File: config.mk
export PLATFORM = sky130hd
export DESIGN_NAME = pipelined_prefix_adder
export DESIGN_NICKNAME = d
export VERILOG_FILES = /design/src/rtl/pipelined_prefix_adder.sv
export SDC_FILE = /design/constraint.sdc
export NUM_CORES = 1
export LEC_CHECK = 0
export CORE_ASPECT_RATIO = 0.75
export CORE_MARGIN = 3
export CORE_UTILIZATION = 33
export DETAILED_ROUTE_END_ITERATION = 10
export GPL_TIMING_DRIVEN = 0
export PLACE_DENSITY = 0.53
export SYNTH_ARGS = -nofsm -noshare
export SYNTH_HDL_FRONTEND = slang
export SYNTH_SLANG_ARGS = --single-unit
File: constraint.sdc
create_clock -name clk -period 5.2 [get_ports clk]
set_input_delay 1.04 -clock clk [delete_from_list [all_inputs] [get_ports clk]]
set_output_delay 1.04 -clock clk [all_outputs]
set_load 0.01 [all_outputs]
File: src/rtl/pipelined_prefix_adder.sv
// ---------------------------------------------------------------------------
// pipelined_prefix_adder
//
// Pipelined Kogge-Stone adder/subtractor with a valid/ready handshake on both
// sides. Rank 0 captures the per-bit generate/propagate terms and the
// effective carry-in. The carry-in is folded into the bit-0 generate term.
// Ranks 1..LEVELS each register one prefix level, with spans 1, 2, 4, ...
// The sum is formed combinationally from the last rank. Latency is LEVELS+1
// cycles, and one operation can be accepted per cycle.
//
// Parameters
//   WIDTH   operand/sum width, 2..64 (non-power-of-two allowed)
//   LEVELS  derived as $clog2(WIDTH); a localparam, not overridable
//
// Ports
//   clk        rising-edge clock
//   reset      synchronous, active-high reset
//   in_valid   operand set presented
//   in_ready   block can accept this cycle (low only while the output stalls)
//   in_a/in_b  operands
//   in_cin     carry-in, ignored in subtract mode
//   in_sub     0: A+B+cin   1: A-B (computed as A + ~B + 1)
//   out_valid  result available
//   out_ready  consumer accepts result
//   out_sum    result
//   out_cout   carry-out (add) / no-borrow flag (sub)
//   out_ovf    signed overflow; present only when PFX_ADD_OVF_EN is defined
//
// Optional feature macro: PFX_ADD_OVF_EN
// ---------------------------------------------------------------------------
module pipelined_prefix_adder #(
  parameter int WIDTH = 32
) (
  input  logic             clk,
  input  logic             reset,
  input  logic             in_valid,
  output logic             in_ready,
  input  logic [WIDTH-1:0] in_a,
  input  logic [WIDTH-1:0] in_b,
  input  logic             in_cin,
  input  logic             in_sub,
  output logic             out_valid,
  input  logic             out_ready,
  output logic [WIDTH-1:0] out_sum,
  output logic             out_cout
`ifdef PFX_ADD_OVF_EN
  ,
  output logic             out_ovf
`endif
);

  localparam int LEVELS = $clog2(WIDTH);

  // Rank s holds the state after s prefix levels have been applied.
  logic [LEVELS:0] valid_q;
  logic [LEVELS:0] cin_q;                // effective carry-in, needed for sum bit 0
  logic [WIDTH-1:0] g_q  [0:LEVELS];     // group generate
  logic [WIDTH-1:0] pg_q [0:LEVELS];     // group propagate
  logic [WIDTH-1:0] p_q  [0:LEVELS];     // original per-bit propagate, kept for the sum

  logic [WIDTH-1:0] g_nxt  [1:LEVELS];
  logic [WIDTH-1:0] pg_nxt [1:LEVELS];

  logic             stall;
  logic             accept;
  logic [WIDTH-1:0] b_eff;
  logic             cin_eff;
  logic [WIDTH-1:0] p0;
  logic [WIDTH-1:0] g0;
  logic [WIDTH-1:0] carries;

  // Every rank moves together, so a stalled output freezes the whole pipe.
  // Bubbles are never squeezed out.
  assign stall    = valid_q[LEVELS] && !out_ready;
  assign in_ready = !stall;
  assign accept   = in_valid && in_ready;

  // Rank-0 terms. Subtract mode is A + ~B + 1, so in_cin is overridden.
  // Folding cin into g0[0] makes prefix G[i] the carry out of bit i.
  always_comb begin
    // NOTE: every always_comb output gets a full default first, so no path
    // can leave a value unassigned and infer a latch.
    b_eff   = in_sub ? ~in_b : in_b;
    cin_eff = in_sub | in_cin;
    p0      = in_a ^ b_eff;
    g0      = in_a & b_eff;
    g0[0]   = g0[0] | (p0[0] & cin_eff);
  end

  // Kogge-Stone levels. Bits below the span already hold their final prefix
  // and pass through unchanged.
  always_comb begin
    for (int s = 1; s <= LEVELS; s++) begin
      g_nxt[s]  = g_q[s-1];
      pg_nxt[s] = pg_q[s-1];
      for (int i = (1 << (s - 1)); i < WIDTH; i++) begin
        g_nxt[s][i]  = g_q[s-1][i] | (pg_q[s-1][i] & g_q[s-1][i - (1 << (s - 1))]);
        pg_nxt[s][i] = pg_q[s-1][i] & pg_q[s-1][i - (1 << (s - 1))];
      end
    end
  end

  always_ff @(posedge clk) begin
    if (reset) begin
      valid_q <= '0;
      cin_q   <= '0;
      // NOTE: the datapath ranks are reset too, not just the valid bits,
      // because out_sum/out_cout are driven combinationally from the last
      // rank and must read zero after reset.
      for (int s = 0; s <= LEVELS; s++) begin
        g_q[s]  <= '0;
        pg_q[s] <= '0;
        p_q[s]  <= '0;
      end
    end else if (!stall) begin
      // NOTE: non-blocking assignments, so each rank samples the previous
      // rank's old value and the shift does not collapse in one edge.
      valid_q <= {valid_q[LEVELS-1:0], accept};
      // Data moves only behind a valid slot, so the outputs hold their last
      // result while bubbles pass through.
      if (accept) begin
        g_q[0]   <= g0;
        pg_q[0]  <= p0;
        p_q[0]   <= p0;
        cin_q[0] <= cin_eff;
      end
      for (int s = 1; s <= LEVELS; s++) begin
        if (valid_q[s-1]) begin
          g_q[s]   <= g_nxt[s];
          pg_q[s]  <= pg_nxt[s];
          p_q[s]   <= p_q[s-1];
          cin_q[s] <= cin_q[s-1];
        end
      end
    end
  end

  // The carry into bit i is the prefix generate of bit i-1. Bit 0 uses cin.
  assign carries   = {g_q[LEVELS][WIDTH-2:0], cin_q[LEVELS]};
  assign out_valid = valid_q[LEVELS];
  assign out_sum   = p_q[LEVELS] ^ carries;
  assign out_cout  = g_q[LEVELS][WIDTH-1];

`ifdef PFX_ADD_OVF_EN
  // Signed overflow: the carry into the MSB differs from the carry out of it.
  assign out_ovf = g_q[LEVELS][WIDTH-1] ^ carries[WIDTH-1];
`endif

endmodule

Word level (Yosys, flattened, before mapping)
Memory sizes are Yosys's and may differ from the RTL's.
Cells that the tools add are included.
Widths: inputs -> output; s select.
{"block": "classes", "muxes": 45, "bitwise": 413, "reduce_logical": 10}
{"cell": "$mux 32", "n": 19}
{"cell": "$and 1x1->1", "n": 259}
{"cell": "$or 1x1->1", "n": 149}
{"cell": "$xor 32x32->32", "n": 2}
{"cell": "$and 32x32->32", "n": 1}
{"cell": "$not 32->32", "n": 1}
{"cell": "$mux 1", "n": 26}
{"cell": "$reduce_and 2->1", "n": 6}
{"cell": "$logic_and 1x1->1", "n": 2}
{"cell": "$logic_not 1->1", "n": 2}
{"cell": "$not 1->1", "n": 1}
{"block": "word_totals", "reg_bits": 12, "ramBits": 576, "out_inout_bits": 35, "elab_cells": 478, "mem_count": 3}
{"memory": "g_q", "words": 6, "word_bits": 32, "read_ports": 6, "rd_ports_with_merged_regs": 0, "write_ports": 6, "line_no": "57", "source": "logic [WIDTH-1:0] g_q [0:LEVELS];"}
{"memory": "p_q", "words": 6, "word_bits": 32, "read_ports": 6, "rd_ports_with_merged_regs": 0, "write_ports": 6, "line_no": "59", "source": "logic [WIDTH-1:0] p_q [0:LEVELS];"}
{"memory": "pg_q", "words": 6, "word_bits": 32, "read_ports": 5, "rd_ports_with_merged_regs": 0, "write_ports": 6, "line_no": "58", "source": "logic [WIDTH-1:0] pg_q [0:LEVELS];"}

Longest topological paths before layout
{"block": "depth", "word_depth": 9, "ltp_mapped": 6, "mapped_depth_nobuf": 4}

Worst setup path after synthesis
Ideal clock, no wire load.
{"block": "synth_timing", "kind": "in2reg", "start": "input out_ready", "end": "memory g_q[1][0] (enable)", "setup_time_ps": 451, "arrival_time_ps": 3581, "required_ps": 4749, "setup_slack_ps": 1168, "cell_stages": 5, "path_cell_list": "nor2b_4 buf_4 inv_1 buf_2 a21o_1"}
{"element": "start: declaration", "line_no": "43", "source": "input logic out_ready,"}
{"element": "end: declaration", "line_no": "57"}

Worst setup path after layout
{"block": "layout_timing", "start": "input out_ready", "end": "output in_ready"}
{"block": "layout_between", "elab_chain_len": 3}
{"element": "$logic_not 1->1", "line_no": "74", "source": "assign stall = valid_q[LEVELS] && !out_ready;"}
{"element": "$logic_and 1x1->1", "line_no": "74"}
{"element": "$logic_not 1->1"}
{"element": "end: declaration", "line_no": "37", "source": "output logic in_ready,"}
Every way passes these cells.

==> flow_summary.yaml <==
timing:
  fin_crit_sh_pct: 76.84
  fin_hold_ws_ns: 0.4609
  rsz0062_at_grt: "false"
  maxSlewViolCount: 0
  final_hold_viol_count: 0
  worstMarginPinSlew_ns: 0.5996
  slew_headroom_pct: 60.03
  fmax_mhz: 250.3
  period_needed_ns: 3.995
  setup_viol: 0
  skew_ns: 0.01770
outcome:
  status: "completed"
setup_path:
  cp-start-kind: "input pin"
  max_stage_delay_ns: 0.61
  worstPathMaxFanout: 10
  cp-end-kind: "primary output"
  cp_common_cell: "clkdlybuf4s50_1"
  worst-setup-path-type: "input pin to primary output"
  arrival_ns: 2.96
  crit_required_ns: 4.16
  ff2ff_setup_slack_ns: 2.82
  crit_chain: "clkdlybuf4s50_1, nor2b_4, buf_4, inv_1, buf_2, clkdlybuf4s50_1"
  critPathSlowestCell: "clkdlybuf4s50_1"
drt:
  top_layer: "met4"
  vias: 9961
  wl_per_cell_um: 17.29
  drt-total-wl_um: 39520
  first_pass_iters: 5
  wl_met1_um: 20130
  met3_wirelength_um: 1747
  drc_errors: 0
  ant_nets: 0
  drt_iter0_markers: 782
  wl_met2_um: 16950
  viasPerCell: 4.359
synth:
  avgSynthCellArea_um2: 14.99
  synth_nets: 1412
  synth_warnings: 0
  yosysTopAreaCell: "edfxtp_1"
  synth_top_flop_cell: "edfxtp_1"
  netlist_area_um2: 19640
  synth_top_area_share_pct: 73.71
  synth_edf_count: 482
  ys_seq_elements: 494
  ys_seq_area_share_pct: 74.93
  synth_top_cells_by_count: "edfxtp_1 (482), and2_1 (244), a21oi_1 (136)"
  async_reset_ff_share_pct: 0
  synth_area_leaders: "edfxtp_1 (74%), and2_1 (7.8%), a21oi_1 (3.5%)"
  syn_inst: 1310
  ys_types: 29
  synth_most_common_cell: "edfxtp_1"
power_and_ir_drop:
  swShare_pct: 20.43
  max-vdd-ir-drop_v: 0.0002344
  combPwrFrac_pct: 4.7
  p_int_w: 0.006886
  switching_power_w: 0.001768
  static-leakage-power_nw: 8.941
  powerDensity_nw_per_um2: 369.3
  clkPwrFrac_pct: 41.0
  sequentialPowerShare_pct: 54.3
  power_w: 0.008654
clock_network:
  cts.repair.resized: 0
  cts_sinks: 494
  cts-buffers-inserted: 49
  cts_setup_buffers: 0
  htree_levels: 2
  postCtsHoldBufs: 0
  clock_latency_ns: 0.57
  root_buffer: "clkbuf_16"
  clk_pin_slew_worst_paths_ns: 0.06
  cts_buffer_depth: 3
  cts_tree: "built"
floorplanning:
  rows: 76
  boundaryPins: 105
  die_y_um: 217.3
  die-area_um2: 62500
  core-area_um2: 58100
  die_x_um: 287.7
  start_util_pct: 33.80
cells_and_area:
  multi_input_area_um2: 4653
  fill_cells: 5305
  regArea_um2: 14710
  nets: 1572
  area_growth_pct: 19.35
  n_antenna_cell: 0
  drive_gt1_share_pct: 7.973
global_routing:
  antenna_found_initial: 0
  grt_pass1_wl_um: 61090
  grt_pass1_vias: 10370
  grt_max_degree: 78
  grt_util_all_layers_pct: 12.72
  grt_overflow: 0
run:
  cap_violations: 0
hold_path:
  hp-class: "flop to flop"
place:
  gp_congestion: 0.7967
  io_buffers: 103
  post-dp-hpwl_um: 29920
area by class of cell:
| cell class | instances | area share [%] |
|---|---|---|
| flip-flops and latches | 494 | 62.78 |
| clock inverters | 30 | 1.351 |
| multi-input cells | 751 | 19.85 |
| well taps | 780 | 4.164 |
| plain buffers | 59 | 1.185 |
| clock buffers | 56 | 5.526 |
| repair buffers | 109 | 5.040 |
| inverters | 6 | 0.09610 |
through the flow:
stage | setup TNS (ns) | area [um2] | setup WS [ns] | cells | utilization (%)
final | 0 | 23440 | 1.205 | 2285 | 40.34
after global routing | 0 | 23440 | 1.119 | 2285 | 40.34
after CTS | 0 | 23440 | 1.209 | 2285 | 40.34
after detailed placement | 0 | 21820 | 1.210 | 2199 | 37.56
after global placement | -61.44 | 21640 | -0.2768 | 2193 | 37.25
after floorplan | 0 | 19640 | 1.168 | 1310 | -
layout by cell type, fill, tap and decap left out, types with 5 or more instances in the layout:
| cell type | synthesis | final |
|---|---|---|
| ha_1 | 32 | 32 |
| nor2_1 | 131 | 131 |
| and2_1 | 244 | 244 |
| and2_2 | 10 | 10 |
| nand3_1 | 5 | 5 |
| or3_1 | 5 | 5 |
| edfxtp_1 | 482 | 482 |
| bufinv_16 | 0 | 7 |
| xor2_1 | 64 | 64 |
| dfxtp_1 | 12 | 12 |
| clkinv_2 | 0 | 9 |
| clkdlybuf4s50_1 | 0 | 103 |
| clkbuf_1 | 36 | 41 |
| a21oi_1 | 136 | 136 |
| clkbuf_16 | 0 | 51 |
| and3_1 | 97 | 97 |
| o21ai_0 | 5 | 5 |
| clkinv_1 | 0 | 12 |
| a21o_1 | 10 | 5 |
| inv_1 | 6 | 6 |
| buf_2 | 14 | 14 |
worst paths after layout:
| kind | startpoint | cells after the start | to |
|---|---|---|---|
| hold reg to reg | cin_q[4]$_SDFFE_PP0P_ | 2 | cin_q[5]$_SDFFE_PP0P_ |
| hold / removal | cin_q[4]$_SDFFE_PP0P_ | 2 | cin_q[5]$_SDFFE_PP0P_ |
| setup reg to reg | valid_q[5]$_SDFFE_PP0N_ | 6 | p_q[0][163]$_SDFFCE_PN0P_ |
| setup / recovery | out_ready | 6 | in_ready |
critical path, delay by kind of cell:
kind / cells / cell delay, ns
buf+inv: 5 / 1.83
simple gates: 1 / 0.09
power groups by stage:
stage | Sequential, W | Clock [W] | Combinational [W]
after global placement | 0.00480 | 0 | 0.000392
after CTS | 0.00470 | 0.00363 | 0.000417
after floorplan | 0.00474 | 0 | 0.000218
final | 0.00470 | 0.00355 | 0.000404
after detailed placement | 0.00479 | 0 | 0.000415
after global routing | 0.00472 | 0.00378 | 0.000458
kinds of logic (layout without fill, tap and decap cells):
| logic type | Yosys count | after routing | synth area share (%) |
|---|---|---|---|
| AO/OA/AOI/OAI | 154 | 154 | 4.103 |
| AND/OR/NAND/NOR | 501 | 501 | 14.54 |
| flip-flops | 494 | 494 | 74.93 |
| adder cells (fa/ha/maj) | 32 | 32 | 2.039 |
| XOR/XNOR | 64 | 64 | 2.855 |
| buffers and inverters | 65 | 260 | 1.529 |
flip-flops by register name (all words and copies together) (netlist names):
| name | count |
|---|---|
| g_q | 192 |
| p_q | 158 |
| pg_q | 132 |
| cin_q | 6 |
| valid_q | 6 |
routing by layer:
layer,vias to the layer above,global-route usage [%]
li1,5040,-
met2,226,19.02
met3,56,2.157
met4,0,2.987
met5,-,0
met1,4639,19.31
Power figures use the tool's default switching activity.
